File: config.mk
export PLATFORM = sky130hd
export DESIGN_NAME = spike_event_logger
export DESIGN_NICKNAME = d
export VERILOG_FILES = /design/src/rtl/spike_event_logger.sv
export SDC_FILE = /design/constraint.sdc
export NUM_CORES = 1
export LEC_CHECK = 0
export BUFFER_PORTS_ARGS = -buffer_cell sky130_fd_sc_hd__clkbuf_2
export CAP_MARGIN = 25
export CORE_ASPECT_RATIO = 1.2
export CORE_MARGIN = 5
export CORE_UTILIZATION = 55
export CTS_CLUSTER_DIAMETER = 100
export DETAILED_ROUTE_END_ITERATION = 8
export PLACE_DENSITY = 0.85
export REMOVE_ABC_BUFFERS = 1
export SLEW_MARGIN = 10
export SYNTH_ARGS = -nofsm -noshare
export SYNTH_HDL_FRONTEND = slang
export SYNTH_SLANG_ARGS = --single-unit
File: constraint.sdc
create_clock -name clk -period 6.5 [get_ports clk]
set_input_delay 1.3 -clock clk [delete_from_list [all_inputs] [get_ports clk]]
set_output_delay 1.3 -clock clk [all_outputs]
set_load 0.02 [all_outputs]
File: src/rtl/spike_event_logger.sv
// Timestamps neuron spikes against a free-running cycle counter and queues them
// in a small FIFO for readout; also reports a windowed spike-rate count.
module spike_event_logger #(
  parameter int TS_W     = 8,
  parameter int DEPTH    = 4,
  parameter int WIN_LOG2 = 8
) (
  input  logic                clk,
  input  logic                rst_n,
  input  logic                en,
  input  logic                spike,
  output logic                evt_valid,
  input  logic                evt_ready,
  output logic [TS_W-1:0]     evt_time,
  output logic [WIN_LOG2:0]   rate,
  output logic                rate_valid,
  output logic                overflow,
  input  logic                clr_ovf
);

  localparam int AW = $clog2(DEPTH);
  localparam logic [AW:0] FULL_CNT = (AW+1)'(DEPTH);

  // Handshake: an entry transfers at an edge where evt_valid and evt_ready are
  // both 1; evt_time is the head entry whenever evt_valid is 1.
  logic [TS_W-1:0]     ts_q;
  logic [TS_W-1:0]     mem_q [DEPTH];
  logic [AW-1:0]       wr_q, rd_q;
  logic [AW:0]         cnt_q;
  logic [WIN_LOG2-1:0] win_q;
  logic [WIN_LOG2:0]   acc_q, rate_q;
  logic                rate_valid_q, ovf_q;

  logic push_req, pop, full, push, drop;
  logic [WIN_LOG2:0] acc_sum;

  always_comb begin
    push_req = en & spike;
    pop      = (cnt_q != '0) & evt_ready;
    full     = (cnt_q == FULL_CNT);
    // A full FIFO still accepts a push when the head leaves on the same edge.
    push     = push_req & (~full | pop);
    drop     = push_req & full & ~pop;
    acc_sum  = acc_q + {{WIN_LOG2{1'b0}}, spike};
  end

  always_ff @(posedge clk) begin
    if (!rst_n) begin
      ts_q         <= '0;
      wr_q         <= '0;
      rd_q         <= '0;
      cnt_q        <= '0;
      win_q        <= '0;
      acc_q        <= '0;
      rate_q       <= '0;
      rate_valid_q <= 1'b0;
      ovf_q        <= 1'b0;
      for (int i = 0; i < DEPTH; i++) mem_q[i] <= '0;
    end else begin
      if (push) begin
        mem_q[wr_q] <= ts_q;
        wr_q        <= wr_q + 1'b1;
      end
      if (pop) rd_q <= rd_q + 1'b1;
      if (push && !pop)      cnt_q <= cnt_q + 1'b1;
      else if (pop && !push) cnt_q <= cnt_q - 1'b1;

      if (drop)         ovf_q <= 1'b1;
      else if (clr_ovf) ovf_q <= 1'b0;

      rate_valid_q <= 1'b0;
      if (en) begin
        ts_q  <= ts_q + 1'b1;
        win_q <= win_q + 1'b1;
        if (&win_q) begin
          rate_q       <= acc_sum;
          rate_valid_q <= 1'b1;
          acc_q        <= '0;
        end else begin
          acc_q <= acc_sum;
        end
      end
    end
  end

  assign evt_valid  = (cnt_q != '0);
  assign evt_time   = mem_q[rd_q];
  assign rate       = rate_q;
  assign rate_valid = rate_valid_q;
  assign overflow   = ovf_q;

endmodule

Word-level counts from Yosys, hierarchy flattened:

Memories as Yosys holds them, arrays and structs flattened. A register that Yosys moved wholly into a read port is not among the register bits.
Cells that the tools add are included.

* reduce and logical (&&, ||, !) cells: 11
* $add $sub $neg: 7
* bitwise operators: 8
* muxes and demuxes: 15
* equal/unequal tests: 1

Operators with widths (count)
* adder 8 x 1 -> 8 bit (second input constant): 2
* adder 9 x 1 -> 9 bit: 1
* two-way mux 9 bit: 1
* AND reduction 9 bit: 1
* two-way mux 1 bit: 8
* two-way mux 8 bit: 1
* AND reduction 8 bit: 1
* OR reduction 8 bit: 1
* two-way mux 2 bit: 3
* two-way mux 3 bit: 2
* bitwise AND 1 bit: 5
* adder 2 x 1 -> 2 bit (second input constant): 2
* nonzero test 2 bit: 2
* adder 3 x 1 -> 3 bit (second input constant): 1
* == test 3 bit (second input constant): 1
* nonzero test 3 bit: 1
* subtractor 3 x 1 -> 3 bit (second input constant): 1
* logical AND 1 bit: 2
* logical NOT 1 bit: 2
* NOT 1 bit: 2
* AND reduction 2 bit: 1
* bitwise OR 1 bit: 1

* bits in writable memories: 32
* input bits: 6
* output and inout port bits: 20
* bits in registers: 43
* word-level logic and storage cells: 52
* memories kept: 1

Memory list
* mem_q: depth 4, bits a word 8, read ports 1, clocked after Yosys merged registers in 1, write ports 4, line 27 `logic [TS_W-1:0] mem_q [DEPTH];`

Longest topological paths before layout:

Gate-level depths: netlist of the first run.

* depth after elaboration: 9
* gate-level depth with buffers: 10

Worst setup path after synthesis of the first run:

No wires, ideal clock.

* path kind: input to register
* start point: input port evt_ready
* end point: register cnt_q[2]
* library setup time: 70 ps
* stages on the path: 9
* data arrival time: 2977 ps
* path slack: 3452 ps
* path through: or4b_4 -> nor2b_4 -> buf_6 -> ha_1 -> inv_1 -> fa_1 -> xor2_1 -> or3_1 -> a21oi_1

* longest elaborated chain between the ends: 6

Ends and longest elaborated chain
* from (decl): line 13 `input logic evt_ready,`
* bitwise AND 1 bit *: line 39 `pop = (cnt_q != '0) & evt_ready;`
* bitwise OR 1 bit *: line 42 `push = push_req & (~full | pop);`
* bitwise AND 1 bit *: line 42
* net push: line 34 `logic push_req, pop, full, push, drop;`
* logical NOT 1 bit: line 66 `else if (pop && !push) cnt_q <= cnt_q - 1'b1;`
* logical AND 1 bit: line 66
* nonzero test 2 bit (no source line)
* to (signal assigned): line 65 `if (push && !pop) cnt_q <= cnt_q + 1'b1;`
* to (signal assigned): line 66
* to (decl): line 29 `logic [AW:0] cnt_q;`

The timed path passes the listed nets; every way through them passes the cells marked *.
A chain may end at the register's enable or synchronous reset.

Worst setup path after layout of the first run:

* start point: input port en
* end point: register cnt_q[2]

* longest elaborated chain between the ends: 5

Ends and longest elaborated chain
* from (decl): line 10 `input logic en,`
* bitwise AND 1 bit *: line 38 `push_req = en & spike;`
* bitwise AND 1 bit *: line 42
* logical NOT 1 bit: line 66
* logical AND 1 bit: line 66
* nonzero test 2 bit (no source line)

Every way passes the cells marked *; elsewhere a longest branch is shown, timed or not.

==> key figures, run 1 <==
Layout
  – Synth-to-layout area growth: 10.3%
  – Share of post-route cells with drive strength above 1: around 17%
  – Combined area of the multi-input logic cells: approximately 1400 sq um
  – Post-route cell area: 3680 sq um
  – Register cell area after layout: ~1900 sq um
  – Number of standard cells in the final layout excluding fillers: 406
  – Filler Cells Inserted: slightly below 500
  – Final net count: roughly 330
  – Total inserted antenna cells: 0

Route
  – Top routing layer used: met4
  – Antenna Nets Post-Route: 0
  – Total wire length after detailed routing: 6050 um
  – Routed wire length on met2: around 3200 um
  – Vias after detailed routing: ~2.2k
  – DRC Markers: 0
  – Via density per instance: between 5 and 6
  – Wl on met1: 2490 um
  – 1st-iter DRT viols: roughly 160
  – Iteration count of the initial detailed-routing pass: 5
  – WL per Instance: approximately 15 um
  – Met3 routed wirelength: 193 um

Floorplan
  – Height of the die: 95.3 um
  – Core box area: 5970 sq um
  – Horizontal die dimension: 81.1 um
  – I/O pin count: 26
  – Number of rows in the core area: 31
  – Initial core utilization: 55.9%
  – Die Area: 7730 sq um

Yosys
  – Synthesized area per cell: 11.2 sq um
  – Cell with the most instances after synthesis: sky130_fd_sc_hd__dfxtp_1
  – Area share of the largest cell type after synthesis: between 20% and 30%
  – Synth area leaders: sky130_fd_sc_hd__edfxtp_1 (29%), sky130_fd_sc_hd__dfxtp_1 (27%), sky130_fd_sc_hd__mux4_2 (5.4%), sky130_fd_sc_hd__and2_1 (4.5%), sky130_fd_sc_hd__xor2_1 (4.2%)
  – Most frequently used flop master after synthesis: sky130_fd_sc_hd__dfxtp_1
  – Distinct cell type count of the synthesized netlist: 37
  – Post-synthesis sequential area ratio: between 50% and 60%
  – Number of warnings reported in the yosys synthesis log: 0
  – Cell count after synthesis: ~300
  – Synth Cell Area: ~3300 sq um
  – Number of synthesized flops with an enable pin: 32
  – Most used standard cells in the synthesized netlist: sky130_fd_sc_hd__dfxtp_1 (45), sky130_fd_sc_hd__edfxtp_1 (32), sky130_fd_sc_hd__nor2_1 (30)
  – Post-synthesis cell type with the largest combined area: sky130_fd_sc_hd__edfxtp_1
  – Post-synth ARST share: 0%
  – Post-synthesis sequential element count: between 70 and 80

Clock tree
  – CTS tree: built
  – Clock root cell: sky130_fd_sc_hd__clkbuf_8
  – Quantity of hold-fixing buffers added after cts: 0
  – Max Buffers Root-to-Sink: 2
  – Clock Sink Count: between 70 and 80
  – Clock buffer count from CTS: 9
  – Post-CTS setup repair buffer count: 0
  – H-tree depth: 3
  – Clk pin slew, worst setup/hold paths: around 70 ps
  – # resized after CTS: 0
  – Clock insertion delay at the later pin of the skew report: between 300 and 400 ps

STA
  – Fin Hold WS: around 470 ps
  – Min cycle time layout: 3230 ps
  – Unrepaired setup endpoints after global routing: no
  – Final Max Tran Viols: 0
  – Final number of setup-violating endpoints: 0
  – Worst clock skew on the final layout: approximately 12 ps
  – Crit share post-route: about half
  – Tightest Pin Transition: ~940 ps
  – Slew Limit Headroom: 37.3%
  – Maximum operating frequency: between 0.3 and 0.4 GHz
  – Final total negative setup slack: 0 ps
  – Number of hold violations in the final report: 0
  – Smallest setup slack after layout: about 3300 ps

Placement
  – Final HPWL DP: about 4300 um
  – Port buffer count: 25
  – Cell count after placement: between 300 and 400
  – Area post-placement: approximately 3500 sq um
  – Routability-driven placement congestion ratio: between 0.8 and 0.9
  – Setup WS pre-CTS: roughly 3000 ps

Worst setup path
  – Setup crit start kind: input port
  – Endpoint of the worst setup timing path: cnt_q[2]$_SDFFE_PN0P_
  – Reg2Reg Capture Point: cnt_q[2]$_SDFFE_PN0P_
  – Highest net fanout along the worst path: 28
  – Length in cells of the worst reg-to-reg path: 8
  – Crit Reg-Reg Startpoint: cnt_q[0]$_SDFFE_PN0P_
  – Worst EP arrival: roughly 3500 ps
  – Beginning of the critical path: en
  – Crit path required time: 6750 ps
  – Register-to-register path setup slack: ~4300 ps
  – Category of the most critical setup path: input port to flop
  – Type of element capturing the critical path: flop

Power
  – Power density over the cells: 279 nW/um^2
  – Leakage power: approximately 1.4 nW
  – IR Drop Worst-Case VDD: approximately 0.00018 V

Global route
  – Total global-route track usage: ~18%
  – Initial antenna violation count: 0
  – First-pass GRT wire length: 10400 um
  – Largest net degree at the start of global routing: 32
  – Grt total ovfl: 0
  – Vias in the first global route: ~2.2k

Worst hold path
  – Worst Hold Launch: rate[5]$_SDFFE_PN0P_
  – Worst min path class: flop to flop

Job
  – Max-cap violations: 0

Outcome
  – Outcome: finished clean
through the flow:
stage | power (mW) | utilization, %
after floorplan | 0.665 | -
after global placement | 0.701 | 58.5
after detailed placement | 0.708 | 58.5
after CTS | 1.04 | 61.6
after global routing | 1.07 | 61.6
final | 1.03 | 61.6
worst max-delay path, cell delays in order:
cell and delay, ps:
sky130_fd_sc_hd__clkbuf_2 430, sky130_fd_sc_hd__nand2_1 200, sky130_fd_sc_hd__nor2b_4 270, sky130_fd_sc_hd__ha_1 220
sky130_fd_sc_hd__inv_1 60, sky130_fd_sc_hd__fa_1 380, sky130_fd_sc_hd__xor2_1 160, sky130_fd_sc_hd__or3_1 310
sky130_fd_sc_hd__a21oi_1 150
cell usage in the layout, fill, tap and decap left out, types with 2 or more instances in the layout:
cell type                  instances
sky130_fd_sc_hd__and2_1           24
sky130_fd_sc_hd__clkinv_2          5
sky130_fd_sc_hd__nand2b_1          3
sky130_fd_sc_hd__mux4_2            8
sky130_fd_sc_hd__nand3_1          10
sky130_fd_sc_hd__edfxtp_1         32
sky130_fd_sc_hd__nand3b_1          4
sky130_fd_sc_hd__or3_1             5
sky130_fd_sc_hd__a31oi_1           2
sky130_fd_sc_hd__nand4_1           9
sky130_fd_sc_hd__mux2i_1           3
sky130_fd_sc_hd__clkbuf_2         25
sky130_fd_sc_hd__inv_1             4
sky130_fd_sc_hd__xor2_1           16
sky130_fd_sc_hd__dfxtp_1          45
sky130_fd_sc_hd__nand2_1          22
sky130_fd_sc_hd__o21ai_0          15
sky130_fd_sc_hd__a22o_1            2
sky130_fd_sc_hd__a21oi_1           7
sky130_fd_sc_hd__xnor2_1          10
sky130_fd_sc_hd__ha_1              5
sky130_fd_sc_hd__nor2_1           30
sky130_fd_sc_hd__and4_1            2
sky130_fd_sc_hd__and3_1           12
sky130_fd_sc_hd__clkbuf_8          9
layer usage:
metal | GRT usage [%] | vias up
met2 | 30.3 | 54
met3 | 3.12 | 12
met1 | 20.8 | 1024
met5 | 0 | -
met4 | 11.0 | 0
li1 | - | 1095
layout make-up:
type / instances / area share, %
Sequential cell: 77 / 50.6
Multi-Input combinational cell: 201 / 37.8
Timing Repair Buffer: 26 / 3.53
Clock buffer: 10 / 3.47
Tap cell: 82 / 2.79
Clock inverter: 6 / 1.50
Inverter: 4 / 0.408
worst min path at each step:
stage	endpoint	slack [ps]	cells past startpoint
global placement	rate[6]$_SDFFE_PN0P_	440	2
CTS	rate[5]$_SDFFE_PN0P_	470	2
finish	rate[5]$_SDFFE_PN0P_	470	2
detailed placement	rate[7]$_SDFFE_PN0P_	460	2
floorplan	acc_q[0]$_SDFFE_PN0P_	450	2
global route	acc_q[0]$_SDFFE_PN0P_	510	2
state kept, by name, indices dropped and copies added, names as in the netlist, named ones only:
name	count
mem_q	32
acc_q	9
overflow	1
ts_q	8
wr_q	2
win_q	8
rate_valid	1
rate	9
rd_q	2
cnt_q	3
cell families (layout without fill, tap and decap cells):
group / after synthesis / after routing / synth area share (%)
xor+xnor: 26 / 26 / 6.82
flops: 77 / 77 / 55.8
fa+ha+maj: 6 / 6 / 2.47
simple gates: 127 / 127 / 20.6
compound gates: 31 / 31 / 5.47
buf+inv: 19 / 46 / 2.59
mux: 11 / 11 / 6.30
where the power goes:
group          total [mW]  switching (mW)  internal [mW]
combinational       0.139          0.0762         0.0632
sequential          0.557          0.0279          0.529
clock               0.332           0.158          0.174
total                1.03           0.262          0.766
No activity file was read; power rests on OpenSTA's default activity.
==> run 2: changes to the inputs <==
--- a/config.mk
+++ b/config.mk
@@ -9,10 +9,10 @@
 export CAP_MARGIN = 25
 export CORE_ASPECT_RATIO = 1.2
 export CORE_MARGIN = 5
-export CORE_UTILIZATION = 55
+export CORE_UTILIZATION = 53
 export CTS_CLUSTER_DIAMETER = 100
 export DETAILED_ROUTE_END_ITERATION = 8
-export PLACE_DENSITY = 0.85
+export PLACE_DENSITY = 0.86
 export REMOVE_ABC_BUFFERS = 1
 export SLEW_MARGIN = 10
 export SYNTH_ARGS = -nofsm -noshare
==> constraint.sdc (replaced) <==
create_clock -name clk -period 2.6 [get_ports clk]
set_input_delay 0.52 -clock clk [delete_from_list [all_inputs] [get_ports clk]]
set_output_delay 0.52 -clock clk [all_outputs]
set_load 0.02 [all_outputs]
==> run 2 against run 1 <==
- sequential power is 150% higher
- core utilization is 0.34 points higher
- critical path depth is 7 lower
- largest power group unchanged
- count of clock-buffer cells in the layout is 1 lower
- largest cell class unchanged
- hold slack worse by 17 ps
- clock skew is 3.6 ps lower
- non-clock buffer count is 5 higher
- total power grew to 2.7 times the previous value
==> key figures, run 2 (synthesis results as in run 1) <==
STA
  – Slew Limit Headroom: 49.7% (was 37.3%)
  – Min cycle time layout: roughly 2300 ps
  – Final Max Tran Viols: 0 (unchanged)
  – Final total negative setup slack: 0 ps (unchanged)
  – Unrepaired setup endpoints after global routing: no (unchanged)
  – Maximum operating frequency: 0.438 GHz
  – Number of hold violations in the final report: 0 (unchanged)
  – Worst clock skew on the final layout: 8.41 ps (was 12.0 ps)
  – Tightest Pin Transition: 749 ps (was 940 ps)
  – Crit share post-route: 87.8%
  – Final number of setup-violating endpoints: 0 (unchanged)

Layout
  – Share of post-route cells with drive strength above 1: 18.2% (was 16.7%)
  – Register with the highest flop count: mem_q (unchanged)
  – Final net count: 336 (was 331)
  – Synth-to-layout area growth: 13.1% (was 10.3%)
  – Flip-flop count of the largest register, all copies and words added: 32 (unchanged)
  – Filler Cells Inserted: 504 (was 494)
  – Most common cell after layout, fill and taps aside: sky130_fd_sc_hd__dfxtp_1 (unchanged)
  – Total inserted antenna cells: 0 (unchanged)
  – Number of standard cells in the final layout excluding fillers: 411 (was 406)
  – Most frequent cells in the layout: sky130_fd_sc_hd__dfxtp_1 (45), sky130_fd_sc_hd__edfxtp_1 (32), sky130_fd_sc_hd__nor2_1 (30) (unchanged)
  – Post-route cell area: 3770 sq um (was 3680 sq um)

Worst setup path
  – Length in cells of the worst reg-to-reg path: 8 (unchanged)
  – Buffer and inverter count on the worst path: 1 (was 2)
  – Reg2Reg Capture Point: cnt_q[2]$_SDFFE_PN0P_ (unchanged)
  – Highest net fanout along the worst path: 8 (was 28)
  – Kind of cell adding the most delay to the critical path: flip-flops (was simple AND/OR/NAND/NOR gates)
  – Crit path required time: 2080 ps (was 6750 ps)
  – Type of element capturing the critical path: output port (was flop)
  – Register-to-register path setup slack: 350 ps (was 4270 ps)
  – Crit Reg-Reg Startpoint: cnt_q[0]$_SDFFE_PN0P_ (unchanged)
  – Category of the most critical setup path: flop to output port (was input port to flop)
  – Worst EP arrival: 1760 ps (was 3480 ps)
  – Largest stage delay, worst path: 660 ps (was 430 ps)
  – Cell with the largest stage delay on the worst path: sky130_fd_sc_hd__dfxtp_1 (was sky130_fd_sc_hd__clkbuf_2)
  – CP cell instances: mux4_2, clkbuf_2 (was clkbuf_2, nand2_1, nor2b_4, ha_1, inv_1, fa_1, xor2_1, or3_1, a21oi_1)
  – Setup crit start kind: flop (was input port)

Floorplan
  – I/O pin count: 26 (unchanged)
  – Number of rows in the core area: 31 (unchanged)
  – Horizontal die dimension: 82.5 um (was 81.1 um)
  – Initial core utilization: 54.8% (was 55.9%)
  – Die Area: 7990 sq um (was 7730 sq um)
  – Core box area: 6090 sq um (was 5970 sq um)
  – Height of the die: 96.9 um (was 95.3 um)

Clock tree
  – Quantity of hold-fixing buffers added after cts: 0 (unchanged)
  – Clk pin slew, worst setup/hold paths: 80 ps (was 70 ps)
  – Clock buffer count from CTS: 9 (unchanged)
  – H-tree depth: 3 (unchanged)
  – Clock insertion delay at the later pin of the skew report: 350 ps (was 340 ps)
  – Clock Sink Count: 77 (unchanged)
  – Clock root cell: sky130_fd_sc_hd__clkbuf_8 (unchanged)
  – Post-CTS setup repair buffer count: 0 (unchanged)
  – Max Buffers Root-to-Sink: 2 (unchanged)
  – CTS tree: built (unchanged)
  – # resized after CTS: 0 (unchanged)

Global route
  – Total global-route track usage: 17.2% (was 17.8%)
  – First-pass GRT wire length: 10400 um (about the same)
  – Initial antenna violation count: 0 (unchanged)
  – Vias in the first global route: 2148 (was 2227)
  – Largest net degree at the start of global routing: 26 (was 32)
  – Grt total ovfl: 0 (unchanged)

Job
  – Max-cap violations: 0 (unchanged)

Route
  – 1st-iter DRT viols: 151 (was 162)
  – Via density per instance: 5.44 (was 5.38)
  – Vias after detailed routing: 2236 (was 2185)
  – Antenna Nets Post-Route: 0 (unchanged)
  – DRC Markers: 0 (unchanged)
  – Iteration count of the initial detailed-routing pass: 4 (was 5)
  – WL per Instance: 15.1 um (was 14.9 um)
  – Total wire length after detailed routing: 6220 um (was 6050 um)

Worst hold path
  – Worst Hold Endpoint: overflow$_SDFFE_PN0P_ (was rate[5]$_SDFFE_PN0P_)
  – Worst Hold Launch: clr_ovf (was rate[5]$_SDFFE_PN0P_)
  – Worst min path class: input port to flop (was flop to flop)
  – Number of instances on the worst hold path: 4 (was 2)

Power
  – Power density over the cells: 746 nW/um^2 (was 279 nW/um^2)
  – Leakage power: 1.47 nW (was 1.42 nW)
  – Total chip power: 2.82 mW (was 1.03 mW)
  – IR Drop Worst-Case VDD: 0.000462 V (was 0.000185 V)

Placement
  – Final HPWL DP: 4370 um (was 4290 um)
  – Port buffer count: 25 (unchanged)
  – Cell count after placement: 394 (was 389)
  – Area post-placement: 3530 sq um (was 3490 sq um)
  – Routability-driven placement congestion ratio: 0.792 (was 0.872)

Outcome
  – Outcome: finished clean (unchanged)
[run 2: report_power, final]
group | total (mW) | internal (mW) | leakage (nW) | switching, mW
combinational | 0.356 | 0.161 | 0.648 | 0.195
clock | 1.07 | 0.634 | 0.123 | 0.435
sequential | 1.39 | 1.32 | 0.697 | 0.0714
total | 2.82 | 2.12 | 1.47 | 0.701
[run 2: worst max path at each step]
stage	end	slack, ps	start	depth (start not counted)
final	evt_time[6]	320	flop	2
after CTS	evt_time[6]	270	flop	2
after detailed placement	cnt_q[2]$_SDFFE_PN0P_	150	evt_ready	9
after global routing	evt_time[3]	200	flop	2
after floorplan	cnt_q[2]$_SDFFE_PN0P_	420	cnt_q[0]$_SDFFE_PN0P_	8
after global placement	cnt_q[2]$_SDFFE_PN0P_	260	evt_ready	9
[run 2: final cells by class]
class	count	area, sq um	area share (%)
inverter	4	15.0	0.398
timing repair buffer	31	168	4.44
tap	82	103	2.72
sequential	77	1860	49.3
multi-input combinational	201	1390	36.8
clock inverter	7	114	3.02
clock buffer	9	124	3.28
[run 2: tightest hold or removal path: cells and delay by family]
kind	cells	cell delay, ps
AO/OA/AOI/OAI	1	50
buffers and inverters	2	120
AND/OR/NAND/NOR	1	70
[run 2: metal layers]
metal | wire length (um) | vias to the layer above | global-route usage [%]
met2 | 3270 | 51 | 27.8
met4 | 100 | 0 | 7.29
met1 | 2540 | 1075 | 20.5
met5 | 0 | - | 0
li1 | - | 1102 | -
met3 | 302 | 8 | 5.48
[run 2: stage by stage]
stage / util (%) / hold slack [ps] / worst slack [ps]
finish: 62.0 / 449 / 316
global placement: 58.0 / 441 / 263
CTS: 61.9 / 430 / 269
detailed placement: 58.0 / 448 / 153
global route: 62.0 / 451 / 204
floorplan: - / 449 / 415
==> run 3: changes to the inputs <==
--- a/config.mk
+++ b/config.mk
@@ -9,10 +9,10 @@
 export CAP_MARGIN = 25
 export CORE_ASPECT_RATIO = 1.2
 export CORE_MARGIN = 5
-export CORE_UTILIZATION = 53
+export CORE_UTILIZATION = 55
 export CTS_CLUSTER_DIAMETER = 100
 export DETAILED_ROUTE_END_ITERATION = 8
-export PLACE_DENSITY = 0.86
+export PLACE_DENSITY = 0.85
 export REMOVE_ABC_BUFFERS = 1
 export SLEW_MARGIN = 10
 export SYNTH_ARGS = -nofsm -noshare
==> constraint.sdc (replaced) <==
create_clock -name clk -period 2.3 [get_ports clk]
set_input_delay 0.46 -clock clk [delete_from_list [all_inputs] [get_ports clk]]
set_output_delay 0.46 -clock clk [all_outputs]
set_load 0.02 [all_outputs]
==> run 3 against run 2 <==
- sequential power is 12% higher
- total power is 6.1% higher
- worst setup slack worse by 180 ps
- cell area about the same
- core utilization up 1.2 points
- routed wire length decreased by 1.9%
- register-to-register slack lost 220 ps
- die area fell by 3.2%
- first-iteration DRC count increased by 15%
- non-clock buffer count rose by 5
- global-route usage increased by 0.50 points
==> key figures, run 3 (synthesis results as in run 1) <==
Layout
  – Final net count: 341 (was 336)
  – Most frequent cells in the layout: sky130_fd_sc_hd__dfxtp_1 (45), sky130_fd_sc_hd__edfxtp_1 (32), sky130_fd_sc_hd__nor2_1 (30) (unchanged)
  – Final Util: 63.2% (was 62.0%)
  – Share of post-route cells with drive strength above 1: 19.5% (was 18.2%)
  – Total inserted antenna cells: 0 (unchanged)
  – Register with the highest flop count: mem_q (unchanged)
  – Synth-to-layout area growth: 13.2% (was 13.1%)
  – Most common cell after layout, fill and taps aside: sky130_fd_sc_hd__dfxtp_1 (unchanged)
  – Number of standard cells in the final layout excluding fillers: 416 (was 411)
  – Flip-flop count of the largest register, all copies and words added: 32 (unchanged)

STA
  – Unrepaired setup endpoints after global routing: no (unchanged)
  – Maximum operating frequency: ~0.46 GHz
  – Final Max Tran Viols: 0 (unchanged)
  – Final number of setup-violating endpoints: 0 (unchanged)
  – Number of hold violations in the final report: 0 (unchanged)
  – Crit share post-route: a little over nine tenths
  – Fin Hold WS: 411 ps (was 449 ps)
  – Min cycle time layout: ~2200 ps
  – Final total negative setup slack: 0 ps (unchanged)
  – Tightest Pin Transition: 454 ps (was 749 ps)
  – Slew Limit Headroom: 69.7% (was 49.7%)
  – Worst clock skew on the final layout: 7.24 ps (was 8.41 ps)

Route
  – Via density per instance: 5.33 (was 5.44)
  – WL per Instance: 14.7 um (was 15.1 um)
  – Iteration count of the initial detailed-routing pass: 4 (unchanged)
  – Antenna Nets Post-Route: 0 (unchanged)
  – DRC Markers: 0 (unchanged)
  – 1st-iter DRT viols: 174 (was 151)
  – Total wire length after detailed routing: 6100 um (was 6220 um)
  – Vias after detailed routing: 2219 (was 2236)

Worst setup path
  – Type of element capturing the critical path: flop (was output port)
  – Category of the most critical setup path: flop to flop (was flop to output port)
  – Setup crit start kind: flop (unchanged)
  – Highest net fanout along the worst path: 4 (was 8)
  – Worst EP arrival: 2430 ps (was 1760 ps)
  – Crit path required time: 2570 ps (was 2080 ps)

Job
  – Max-cap violations: 0 (unchanged)

Power
  – Net switching power: 0.772 mW (was 0.701 mW)
  – Proportion of power drawn by the clock network: 33.6% (was 37.9%)
  – IR Drop Worst-Case VDD: 0.000520 V (was 0.000462 V)
  – Total chip power: 2.99 mW (was 2.82 mW)
  – Leakage power: 1.48 nW (was 1.47 nW)
  – Combinational share of power: 14.5% (was 12.6%)
  – Power density over the cells: 791 nW/um^2 (was 746 nW/um^2)
  – Switching portion of total power: 25.8% (was 24.9%)
  – Fraction of power consumed by sequential logic: 51.9% (was 49.4%)
  – Internal: 2.22 mW (was 2.12 mW)

Worst hold path
  – Worst min path class: input port to flop (unchanged)

Floorplan
  – I/O pin count: 26 (unchanged)
  – Core box area: 5970 sq um (was 6090 sq um)
  – Number of rows in the core area: 31 (unchanged)
  – Die Area: 7730 sq um (was 7990 sq um)
  – Horizontal die dimension: 81.1 um (was 82.5 um)
  – Initial core utilization: 55.9% (was 54.8%)
  – Height of the die: 95.3 um (was 96.9 um)

Clock tree
  – Max Buffers Root-to-Sink: 2 (unchanged)
  – Quantity of hold-fixing buffers added after cts: 0 (unchanged)
  – Post-CTS setup repair buffer count: 0 (unchanged)
  – H-tree depth: 3 (unchanged)
  – Clock root cell: sky130_fd_sc_hd__clkbuf_8 (unchanged)
  – Clk pin slew, worst setup/hold paths: 70 ps (was 80 ps)
  – # resized after CTS: 0 (unchanged)
  – CTS tree: built (unchanged)
  – Clock insertion delay at the later pin of the skew report: 340 ps (was 350 ps)
  – Clock Sink Count: 77 (unchanged)
  – Clock buffer count from CTS: 9 (unchanged)

Global route
  – Vias in the first global route: 2252 (was 2148)
  – Initial antenna violation count: 0 (unchanged)
  – Total global-route track usage: 17.7% (was 17.2%)
  – Largest net degree at the start of global routing: 22 (was 26)
  – Grt total ovfl: 0 (unchanged)
  – First-pass GRT wire length: 10500 um (was 10400 um)

Outcome
  – Outcome: finished clean (unchanged)

Placement
  – Port buffer count: 25 (unchanged)
  – Final HPWL DP: 4470 um (was 4370 um)
  – Routability-driven placement congestion ratio: 0.822 (was 0.792)
  – Cell count after placement: 400 (was 394)
==> run 3: changes by cell type in the layout (fill, tap and decap cells not counted) <==
cell / change
sky130_fd_sc_hd__buf_4: +6
sky130_fd_sc_hd__bufinv_16: -2
sky130_fd_sc_hd__buf_2: -1
sky130_fd_sc_hd__clkbuf_8: +1
sky130_fd_sc_hd__clkinv_4: +1
sky130_fd_sc_hd__o21ai_0: +1
sky130_fd_sc_hd__o21ai_1: -1
==> run 3: worst paths after layout <==
check	start	to	slack [ps]	depth (start not counted)
min reg2reg	rate[6]$_SDFFE_PN0P_	rate[6]$_SDFFE_PN0P_	470	2
max reg2reg	cnt_q[0]$_SDFFE_PN0P_	cnt_q[2]$_SDFFE_PN0P_	130	8
min	clr_ovf	overflow$_SDFFE_PN0P_	410	4
max	cnt_q[0]$_SDFFE_PN0P_	cnt_q[2]$_SDFFE_PN0P_	130	8
==> run 3: cell type report <==
class | count | area, sq um
clock inverter | 6 | 62.6
tap | 82 | 103
fill | 511 | 2200
multi-input combinational | 201 | 1390
sequential | 77 | 1860
clock buffer | 10 | 138
timing repair buffer | 36 | 208
inverter | 4 | 15.0
==> run 3: through the flow <==
| step | area (sq um) | setup WS, ps |
|---|---|---|
| after floorplan | 3270 | 115 |
| after global placement | 3580 | 106 |
| after detailed placement | 3580 | 40.8 |
| after CTS | 3780 | 124 |
| after global routing | 3780 | 1.28 |
| final | 3780 | 133 |
==> run 3: power groups by stage <==
stage	logic (mW)	registers (mW)	clock network, mW
2_1_floorplan	0.295	1.58	0
3_3_place_gp	0.423	1.58	0
3_5_place_dp	0.436	1.58	0
4_1_cts	0.439	1.55	1.03
5_1_grt	0.474	1.56	1.09
6_report	0.433	1.55	1.00
==> run 3: routing by layer <==
| metal | wire length (um) | GRT usage [%] | up-vias |
|---|---|---|---|
| li1 | - | - | 1119 |
| met1 | 2560 | 20.8 | 1042 |
| met2 | 3260 | 31.1 | 47 |
| met3 | 174 | 3.78 | 11 |
| met4 | 106 | 7.18 | 0 |
| met5 | 0 | 0 | - |
==> run 3: critical path: stages, from the launching register on <==
cell                      delay (ps)
sky130_fd_sc_hd__dfxtp_1         360
sky130_fd_sc_hd__or3_1           400
sky130_fd_sc_hd__nand2_1         120
sky130_fd_sc_hd__ha_1            200
sky130_fd_sc_hd__inv_1            60
sky130_fd_sc_hd__fa_1            370
sky130_fd_sc_hd__xor2_1          160
sky130_fd_sc_hd__or3_1           300
sky130_fd_sc_hd__a21oi_1         130
